<file path="config.mk">
export PLATFORM = sky130hd
export DESIGN_NAME = serial_crc
export DESIGN_NICKNAME = d
export VERILOG_FILES = /design/src/rtl/crc_pkg.sv /design/src/rtl/crc_lfsr_step.sv /design/src/rtl/serial_crc.sv
export SDC_FILE = /design/constraint.sdc
export NUM_CORES = 1
export LEC_CHECK = 0
export ABC_AREA = 1
export BUFFER_PORTS_ARGS = -buffer_cell sky130_fd_sc_hd__clkbuf_2
export CAP_MARGIN = 20
export CORE_UTILIZATION = 53
export DETAILED_ROUTE_END_ITERATION = 7
export PLACE_DENSITY = 0.76
export SLEW_MARGIN = 0
export SYNTH_ARGS = -nofsm -noshare
export SYNTH_HDL_FRONTEND = slang
export SYNTH_SLANG_ARGS = --single-unit
</file>
<file path="constraint.sdc">
create_clock -name clk -period 1.51 [get_ports clk]
set_input_delay 0.0755 -clock clk [delete_from_list [all_inputs] [get_ports clk]]
set_output_delay 0.0755 -clock clk [all_outputs]
set_load 0.01 [all_outputs]
</file>
<file path="src/rtl/crc_pkg.sv">
// Shared constants and FSM state type for the 9-bit serial CRC block.
package crc_pkg;

  localparam int              CRC9_W    = 9;
  localparam logic [CRC9_W-1:0] CRC9_POLY = 9'h103;  // y^8 + y + 1 (y^9 implied)

  typedef enum logic [1:0] {
    LOAD  = 2'd0,
    SHIFT = 2'd1,
    DONE  = 2'd2
  } crc_state_e;

endpackage

</file>
<file path="src/rtl/crc_lfsr_step.sv">
// One-bit LFSR division step: feeds one message bit into the remainder register.
module crc_lfsr_step
  import crc_pkg::*;
#(
  parameter int               CRC_W = CRC9_W,
  parameter logic [CRC_W-1:0] POLY  = CRC9_POLY
) (
  input  logic [CRC_W-1:0] crc_in,
  input  logic             bit_in,
  output logic [CRC_W-1:0] crc_out
);

  logic fb;

  // Feedback is the outgoing remainder MSB combined with the incoming message bit
  always_comb begin
    fb      = crc_in[CRC_W-1] ^ bit_in;
    crc_out = {crc_in[CRC_W-2:0], 1'b0} ^ (fb ? POLY : '0);
  end

endmodule

</file>
<file path="src/rtl/serial_crc.sv">
// Bit-serial CRC generator: captures a message once after reset, divides it
// MSB-first through an LFSR, then holds the remainder until the next reset.
module serial_crc
  import crc_pkg::*;
#(
  parameter int               MSG_W = 10,
  parameter int               CRC_W = CRC9_W,
  parameter logic [CRC_W-1:0] POLY  = CRC9_POLY
) (
  input  logic             clk,
  input  logic             reset,
  input  logic [MSG_W-1:0] data_in,
  output logic [CRC_W-1:0] data_out
);

  localparam int CNT_W = $clog2(MSG_W + 1);

  crc_state_e       state_q, state_d;
  logic [MSG_W-1:0] msg_sr_q, msg_sr_d;
  logic [CRC_W-1:0] crc_q, crc_d;
  logic [CNT_W-1:0] cnt_q, cnt_d;
  logic [CRC_W-1:0] crc_step;

  crc_lfsr_step #(
    .CRC_W (CRC_W),
    .POLY  (POLY)
  ) u_step (
    .crc_in  (crc_q),
    .bit_in  (msg_sr_q[MSG_W-1]),
    .crc_out (crc_step)
  );

  // State and datapath registers; reset clears everything so data_out drops to 0 at once
  always_ff @(posedge clk or negedge reset) begin
    if (!reset) begin
      state_q  <= LOAD;
      msg_sr_q <= '0;
      crc_q    <= '0;
      cnt_q    <= '0;
    end else begin
      state_q  <= state_d;
      msg_sr_q <= msg_sr_d;
      crc_q    <= crc_d;
      cnt_q    <= cnt_d;
    end
  end

  // Next-state logic: load once, shift MSG_W bits, then hold in DONE
  always_comb begin
    state_d  = state_q;
    msg_sr_d = msg_sr_q;
    crc_d    = crc_q;
    cnt_d    = cnt_q;
    unique case (state_q)
      LOAD: begin
        msg_sr_d = data_in;
        crc_d    = '0;
        cnt_d    = '0;
        state_d  = SHIFT;
      end
      SHIFT: begin
        crc_d    = crc_step;
        msg_sr_d = {msg_sr_q[MSG_W-2:0], 1'b0};
        cnt_d    = cnt_q + 1'b1;
        if (cnt_q == CNT_W'(MSG_W - 1)) state_d = DONE;
      end
      DONE: begin
        state_d = DONE;
      end
      default: begin
        state_d = LOAD;
      end
    endcase
  end

  assign data_out = crc_q;

endmodule

</file>
[Word level (Yosys, flattened, before mapping)]
Index checks and enable logic that the tools add are counted.
W data, S select, Z words.
Storage, ports and cells
  bits in registers: 25
  input port bits: 12
  output and inout bits: 9
  logic and storage cells: 19
Operators by class
  $add $sub $neg: 1
  equality and inequality tests: 4
  multiplexer cells: 6
  bitwise gates (word level): 2
  reduce and logical (&&, ||, !) cells: 2
Operators by type and width (number)
  $pmux W10 S2: 1
  $pmux W9 S2: 1
  $mux W9: 1
  $xor A9 B9 Y9: 1
  $pmux W4 S2: 1
  $pmux W2 S3: 1
  $add A4 B1 Y4 const B: 1
  $eq A4 B4 Y1 const B: 1
  $eq A2 B1 Y1 const B: 1
  $eq A2 B2 Y1 const B: 1
  $logic_not A2 Y1: 1
  $mux W2: 1
  $ne A2 B2 Y1 const B: 1
  $reduce_bool A2 Y1: 1
  $xor A1 B1 Y1: 1

[Longest topological paths before layout]
Gate-level depths: netlist of the first run.
  depth in word-level cells: 4
  gate-level depth with buffers: 9
  depth with buffers taken out: 8

[Hierarchy]
A second synthesis of the first run with hierarchy kept.
Unflattened totals
  cell total of the unflattened synthesis: 156
  area total of the unflattened synthesis: 1266.2 um^2
Modules (own cells, without submodules)
  serial_crc: instances 1, cells each 134, area each 1152.4 um^2, seq. area each 625.6 um^2
  crc_lfsr_step: instances 1, cells each 22, area each 113.9 um^2, seq. area each 0.0 um^2

[Least setup slack after synthesis of the first run]
OpenSTA, ideal clock, no wires.
  kind: reg2reg
  start: register state_q[0]
  end: register msg_sr_q[2]
  library setup time: 124 ps
  data arrival time: 1030 ps
  required time: 1386 ps
  path slack: 357 ps
  cell stages (with the launch flop): 7
  path buffers: 1
  clock period less this slack: 1153 ps
  cells stage by stage: dfrtp_1 inv_1 ha_1 nor2_8 buf_6 nand2_1 nand3_1
Between the ends
  cells in the longest elaborated chain, start to end: 2
  elaborated cells between the ends (all ways): 4
  those cells by class: eq/ne: 1; mux: 1; reduce/logical: 2
Ends and longest elaborated chain
  from (decl): line serial_crc.sv:18  | crc_state_e state_q, state_d;
  from (signal assigned): line serial_crc.sv:41  | state_q <= state_d;
  $eq A2 B1 Y1 or $logic_not A2 Y1 (tied branches): line serial_crc.sv:54  | unique case (state_q)
  $pmux W10 S2 or $reduce_bool A2 Y1 (tied branches)
  to (signal assigned): line serial_crc.sv:42  | msg_sr_q <= msg_sr_d;
  to (decl): line serial_crc.sv:19  | logic [MSG_W-1:0] msg_sr_q, msg_sr_d;
Parallel ways exist; a longest one is shown, timed or not.
A chain may end at the register's enable or synchronous reset.

[Worst setup path in the final report of the first run]
  start: register state_q[1]
  end: register msg_sr_q[9]
Same word-level chain as after synthesis.

==> results.md, run 1 <==
- Critical Path AT: 1.54 ns
- Synthesized Nets: 145
- Ports: 21
- Max-Cap Viols: 0
- Hold/Removal Path Class: in2async
- Detail Placement HPWL: 1.546 mm
- RSZ-0062 raised after global routing: false
- Relative slew slack: 60.34%
- Syn Std Cell Area: 0.001156 mm²
- Layout area overhead: 22.51%
- Post-CTS Setup Bufs: 0
- Area leader, netlist: dfrtp_1
- DR vias/cell: 5.037
- Most frequent cells in the layout: nand2_1, dfrtp_1, clkbuf_2, nand3_1, inv_1
- Fin Setup TNS: 0 ns
- Fin crit share: 88.79%
- CTS tree: yes
- Worst endpoint required time: 1.71 ns
- Fin crit period: 1.341 ns
- Final Wtd Congestion: 0.7658
- CP endpoint kind: flop
- Yosys cell types: 19
- Die Ht: 48.71 µm
- # diodes: 0
- Critical path type: reg2reg
- Global-route wire length before repair: 3.898 mm
- DIE WIDTH: 48.71 µm
- CTS sink count: 25
- Most used cell, CP: inv_4
- Root buf cell: clkbuf_4
- Die Area: 0.002372 mm²
- Vias in the first global route: 895
- Mean Syn Cell Area: 8.962 µm²
- Final setup fails: 0
- Largest buffer count on any clock path: 2
- Yosys warnings: 0
- Leak pwr: 0.7623 nW
- Design area: 0.001416 mm²
- Largest net degree at the start of global routing: 26
- Layout fillers: 149
- Yosys top cell area share: 54.11%
- Via count: 957
- Port bufs: 20
- Clk slew on worst S/H paths: 0.14 ns
- Register area share after synthesis: 54.11%
- Grt ovf: 0
- Power per standard cell area: 885.2 mW/mm²
- Post-synthesis cell count: 129
- FP Rows: 16
- Sequential cell area: 625.6 µm²
- Maximum vdd ir drop: 675.3 µV
- CP startpoint kind: flop
- Crit path largest cell delay: 0.39 ns
- CP Max Fanout: 10
- Worst-path cell chain: inv_1 -> ha_2 -> inv_4 -> nand2_4 -> inv_4 -> nand2_1 -> o211ai_2
- Routed wire length: 2.252 mm
- Multi-input gate area: 436.7 µm²
- All-layer global routing usage: 21.40%
- Initial DRC count: 24
- Total Power: 0.001254 W
- Core Region: 0.002002 mm²
- WL/cell: 11.85 µm
- Status: finished clean
- Slew Viols, Final: 0
- Max frequency: 0.7459 GHz
- Hold slack final: 0.2733 ns
- Final clock skew: 0.006995 ns
- Drt drc: 0
- Dpl cell area: 0.001277 mm²
- Most common cell after layout, fill and taps aside: nand2_1
- FF+latch count, synth: 25
- Fraction of layout cells with a size suffix above 1: 19.63%
- Clk_lat worst skew: 0.31 ns
- Slowest-stage cell, CP: dfrtp_1
- Initial Utilization: 57.75%
- Largest cells by area after synthesis: dfrtp_1, nand2_1, nand3_1, inv_1, ha_1
- Final nets: 180
- Total CTS buffers: 3
- Final Hold Vio Count: 0
- Worst Tran Pin Value: 0.5949 ns
- H-tree depth: 1
- Initial antenna violation count: 0
- DRT antenna net count: 0
- Detailed Routing Iterations Pass 1: 4
==> cells by family (layout without fill, tap and decap cells) <==
kind of cell	Yosys count	after routing	share of synthesized area (%)
flip-flops	25	25	54.11
buffers and inverters	20	54	8.332
AND/OR/NAND/NOR	64	64	24.78
adder cells (fa/ha/maj)	4	4	4.329
AO/OA/AOI/OAI	16	16	8.441
==> worst max-delay path, delay by kind of cell, from the launching register on <==
kind	cells	cell delay, ns
flops	1	0.39
buf+inv	3	0.26
simple gates	2	0.16
compound gates	1	0.07
fa+ha+maj	1	0.34
==> power by group <==
group	internal, W	switching [W]	leakage (nW)
combinational	0.0000931	0.000112	0.436
clock	0.000103	0.000192	0.0150
sequential	0.000717	0.0000359	0.312
==> state kept, by name, indices dropped and copies added, names as in the netlist <==
signal / cells
cnt_q: 4
data_out: 9
msg_sr_q: 10
state_q: 2
==> layout make-up <==
type	count	share of cell area (%)
sequential	25	44.17
timing repair buffer	33	15.90
clock buffer	4	1.855
tap	27	2.385
multi-input combinational	84	30.83
inverter	17	4.859
==> cell usage after synthesis <==
master	count
a21oi_1	2
a22oi_1	1
buf_2	1
buf_6	2
dfrtp_1	25
ha_1	4
inv_1	14
inv_2	1
inv_4	2
nand2_1	45
nand2_4	1
nand3_1	15
nand3b_1	1
nor2_1	1
nor2_8	1
o211ai_2	1
o21ai_0	3
o21ai_1	3
o22ai_1	6
==> final timing paths <==
path	from	slack [ns]	to	cells past startpoint
worst max-delay path	state_q[1]	0.17	msg_sr_q[9]	7
worst min-delay path	reset	0.27	data_out[2]	2
worst max register to register	state_q[1]	0.17	msg_sr_q[9]	7
worst min register to register	cnt_q[2]	0.51	cnt_q[2]	1
max in group asynchronous	reset	0.84	msg_sr_q[4]	2
min in group clk	data_in[1]	0.50	msg_sr_q[1]	4
==> layer usage <==
metal | vias to the layer above | track usage [%] | part of all wire (%)
met2 | 17 | 39.35 | 51
met5 | - | 0 | 0
met1 | 457 | 26.60 | 46
li1 | 481 | - | -
met3 | 2 | 1.887 | 2.1
met4 | 0 | 5.882 | 0.62
==> per-stage QoR <==
step / util, % / setup WS, ns / cells
after CTS: 70.63 / 0.007873 / 190
after global placement: 63.81 / 0.1248 / 175
after floorplan: - / 0.3566 / 129
after global routing: 70.75 / 0.07197 / 190
final: 70.75 / 0.1693 / 190
after detailed placement: 63.81 / 0.03022 / 175
==> what timing repair did <==
item	in CTS	in global routing
resized for setup	0	1
endpoints found under the setup margin	0	15
hold buffers	11	0
endpoints found under the hold margin	35	0
No activity file was read; power rests on OpenSTA's default activity.
==> inputs of run 2 (changes only) <==
--- a/config.mk
+++ b/config.mk
@@ -8,10 +8,13 @@
 export ABC_AREA = 1
 export BUFFER_PORTS_ARGS = -buffer_cell sky130_fd_sc_hd__clkbuf_2
 export CAP_MARGIN = 20
-export CORE_UTILIZATION = 53
+export CELL_PAD_IN_SITES_DETAIL_PLACEMENT = 0
+export CELL_PAD_IN_SITES_GLOBAL_PLACEMENT = 1
+export CORE_ASPECT_RATIO = 1.5
+export CORE_UTILIZATION = 40
 export DETAILED_ROUTE_END_ITERATION = 7
-export PLACE_DENSITY = 0.76
-export SLEW_MARGIN = 0
+export PLACE_DENSITY_LB_ADDON = 0.1
+export SLEW_MARGIN = 25
 export SYNTH_ARGS = -nofsm -noshare
 export SYNTH_HDL_FRONTEND = slang
 export SYNTH_SLANG_ARGS = --single-unit
==> run 2 against run 1 <==
Power increased by 5.2%. Register-to-register slack better by 0.02 ns. Count of clock-buffer cells in the layout is the same. Die area rose by 31%. Critical path depth is 2 lower. Global-route usage shrank 4.6 points. Clock power increased by 31%. Worst hold slack got worse by 0.26 ns. Wire length decreased by 4.8%. Sequential cell count stayed put. Critical endpoint is now data_out[7]. Highest routed layer unchanged.
==> results.md, run 2 (synthesis results as in run 1) <==
- Part of the power in combinational logic: 13.7% (-2.7 points)
- Post-route core utilization: 49.91% (-21 points)
- P_int: 0.0009818 W (+7.5%)
- Layout area overhead: 16.77%
- Routed wire length: 2.145 mm (-4.8%)
- Max-Cap Viols: 0 (unchanged)
- Clk slew on worst S/H paths: 0.08 ns (-0.06 ns)
- Via count: 911 (-4.8%)
- Largest buffer count on any clock path: 2 (unchanged)
- Critical path type: reg2reg
- Clk_lat worst skew: 0.26 ns (-0.05 ns)
- Final nets: 169 (-6.1%)
- Die Area: 0.003114 mm² (+31%)
- All-layer global routing usage: 16.76% (-4.6 points)
- PostCTS Resize Cnt: 0 (unchanged)
- Port bufs: 20 (unchanged)
- Worst Tran Pin Value: 0.6096 ns (+0.01463 ns)
- Largest Register: msg_sr_q
- Initial DRC count: 5 (-79%)
- CP Max Fanout: 17 (+7)
- Relative slew slack: 59.36% (-0.98 points)
- Vias in the first global route: 902 (+0.78%)
- CTS sink count: 25 (unchanged)
- Slew Viols, Final: 0 (unchanged)
- Critical Path AT: 1.51 ns (-0.03 ns)
- Worst endpoint required time: 1.69 ns (-0.02 ns)
- Final clock skew: 0.001116 ns (-0.005878 ns)
- DIE WIDTH: 45.90 µm (-5.8%)
- Detail Placement HPWL: 1.626 mm (+5.2%)
- Detailed Routing Iterations Pass 1: 4 (unchanged)
- Core Region: 0.002705 mm² (+35%)
- Max frequency: 0.7544 GHz (+1.1%)
- Final Hold Vio Count: 0 (unchanged)
- Slowest-stage cell, CP: dfrtp_1
- DRT antenna net count: 0 (unchanged)
- Leak pwr: 0.7287 nW (-4.4%)
- Root buf cell: clkbuf_8
- Fin crit share: 87.78% (-1.0 points)
- Largest net degree at the start of global routing: 26 (unchanged)
- Worst-path cell chain: ha_1 -> buf_12 -> nor2_8 -> inv_2 -> o22ai_1
- Fin crit period: 1.325 ns (-0.01518 ns)
- DR vias/cell: 4.820 (-4.3%)
- Maximum vdd ir drop: 396.9 µV (-41%)
- Hold/Removal Path Class: in2reg
- Status: finished clean
- FP Rows: 23 (+7)
- Max reg flops: 10 (unchanged)
- Initial antenna violation count: 0 (unchanged)
- CP startpoint kind: flop
- Global-route wire length before repair: 3.836 mm (-1.6%)
- Sequential share of power: 57.1% (-3.0 points)
- Ports: 21 (unchanged)
- RSZ-0062 raised after global routing: false
- Fin Setup TNS: 0 ns (unchanged)
- H-tree depth: 1 (unchanged)
- Sw power: 0.0003372 W (-0.89%)
- Die Ht: 67.85 µm (+39%)
- Fraction of layout cells with a size suffix above 1: 19.74% (+0.10 points)
- Total CTS buffers: 3 (unchanged)
- Drt drc: 0 (unchanged)
- CP endpoint kind: flop
- Initial Utilization: 42.74% (-15 points)
- Most frequent cells in the layout: nand2_1, dfrtp_1, clkbuf_2, nand3_1, inv_1
- Power share of the clock group: 29.2% (+5.6 points)
- # diodes: 0 (unchanged)
- Hold slack final: 0.01112 ns (-0.2621 ns)
- Final setup fails: 0 (unchanged)
- CTS tree: yes
- Switching portion of total power: 25.56% (-1.6 points)
- Grt ovf: 0 (unchanged)
- Most common cell after layout, fill and taps aside: nand2_1
- Crit path largest cell delay: 0.39 ns (about the same)
- WL/cell: 11.35 µm (-4.2%)
- Power per standard cell area: 977.0 mW/mm² (+10%)
- Final Wtd Congestion: 0.7246 (-5.4%)
run 2: changes by cell type in the layout (fill, tap and decap cells not counted):
cell	delta
clkbuf_4	-3
ha_1	+1
dlygate4sd3_1	-10
buf_12	+1
buf_4	-2
ha_2	-1
clkbuf_8	+3
run 2: final cells by class:
cell class / instances / area, µm²
Clock buffer: 4 / 45.04
Fill cell: 291 / 1355
Inverter: 17 / 68.82
Multi-Input combinational cell: 84 / 434.2
Sequential cell: 25 / 625.6
Tap cell: 37 / 46.29
Timing Repair Buffer: 22 / 130.1
run 2: critical path, delay by kind of cell, from the launching register on:
family / cells / cell delay, ns
fa+ha+maj: 1 / 0.24
simple gates: 1 / 0.19
flops: 1 / 0.39
compound gates: 1 / 0.14
buf+inv: 2 / 0.29
run 2: timing repair:
action | 4_1_cts | 5_1_grt
hold buffers | 1 | 0
buffers inserted | 0 | 0
endpoints found under the hold margin | 25 | 0
run 2: power groups by stage:
stage,registers [W],clock network [W],logic (W)
2_1_floorplan,0.000785,0,0.0000693
3_3_place_gp,0.000763,0,0.000183
3_5_place_dp,0.000767,0,0.000182
4_1_cts,0.000753,0.000408,0.000185
5_1_grt,0.000759,0.000424,0.000206
6_report,0.000753,0.000386,0.000181
run 2: final timing paths:
| path | startpoint | end | slack, ns | depth (start not counted) |
|---|---|---|---|---|
| worst max-delay path | state_q[0] | data_out[7] | 0.18 | 5 |
| worst min register to register | msg_sr_q[4] | msg_sr_q[5] | 0.50 | 2 |
| worst min-delay path | data_in[5] | msg_sr_q[5] | 0.01 | 3 |
| min in group asynchronous | reset | cnt_q[3] | 0.35 | 2 |
| worst max register to register | state_q[0] | data_out[7] | 0.18 | 5 |
| max in group asynchronous | reset | data_out[8] | 0.77 | 2 |
run 2: stage by stage:
stage	cells	area, µm²	worst slack [ns]	power (W)
after floorplan	129	1156	0.3566	0.0008543
after global placement	184	1295	0.2235	0.0009459
after detailed placement	184	1295	0.1721	0.0009490
after CTS	189	1350	0.1521	0.001346
after global routing	189	1350	0.05791	0.001389
final	189	1350	0.1845	0.001319
run 2: metal layers:
metal | wire length [µm] | GRT usage (%) | vias up
met5 | 0 | 0 | -
met4 | 46 | 7.721 | 0
met3 | 60 | 2.375 | 5
met2 | 1114 | 28.87 | 15
met1 | 924 | 19.90 | 430
li1 | - | - | 461
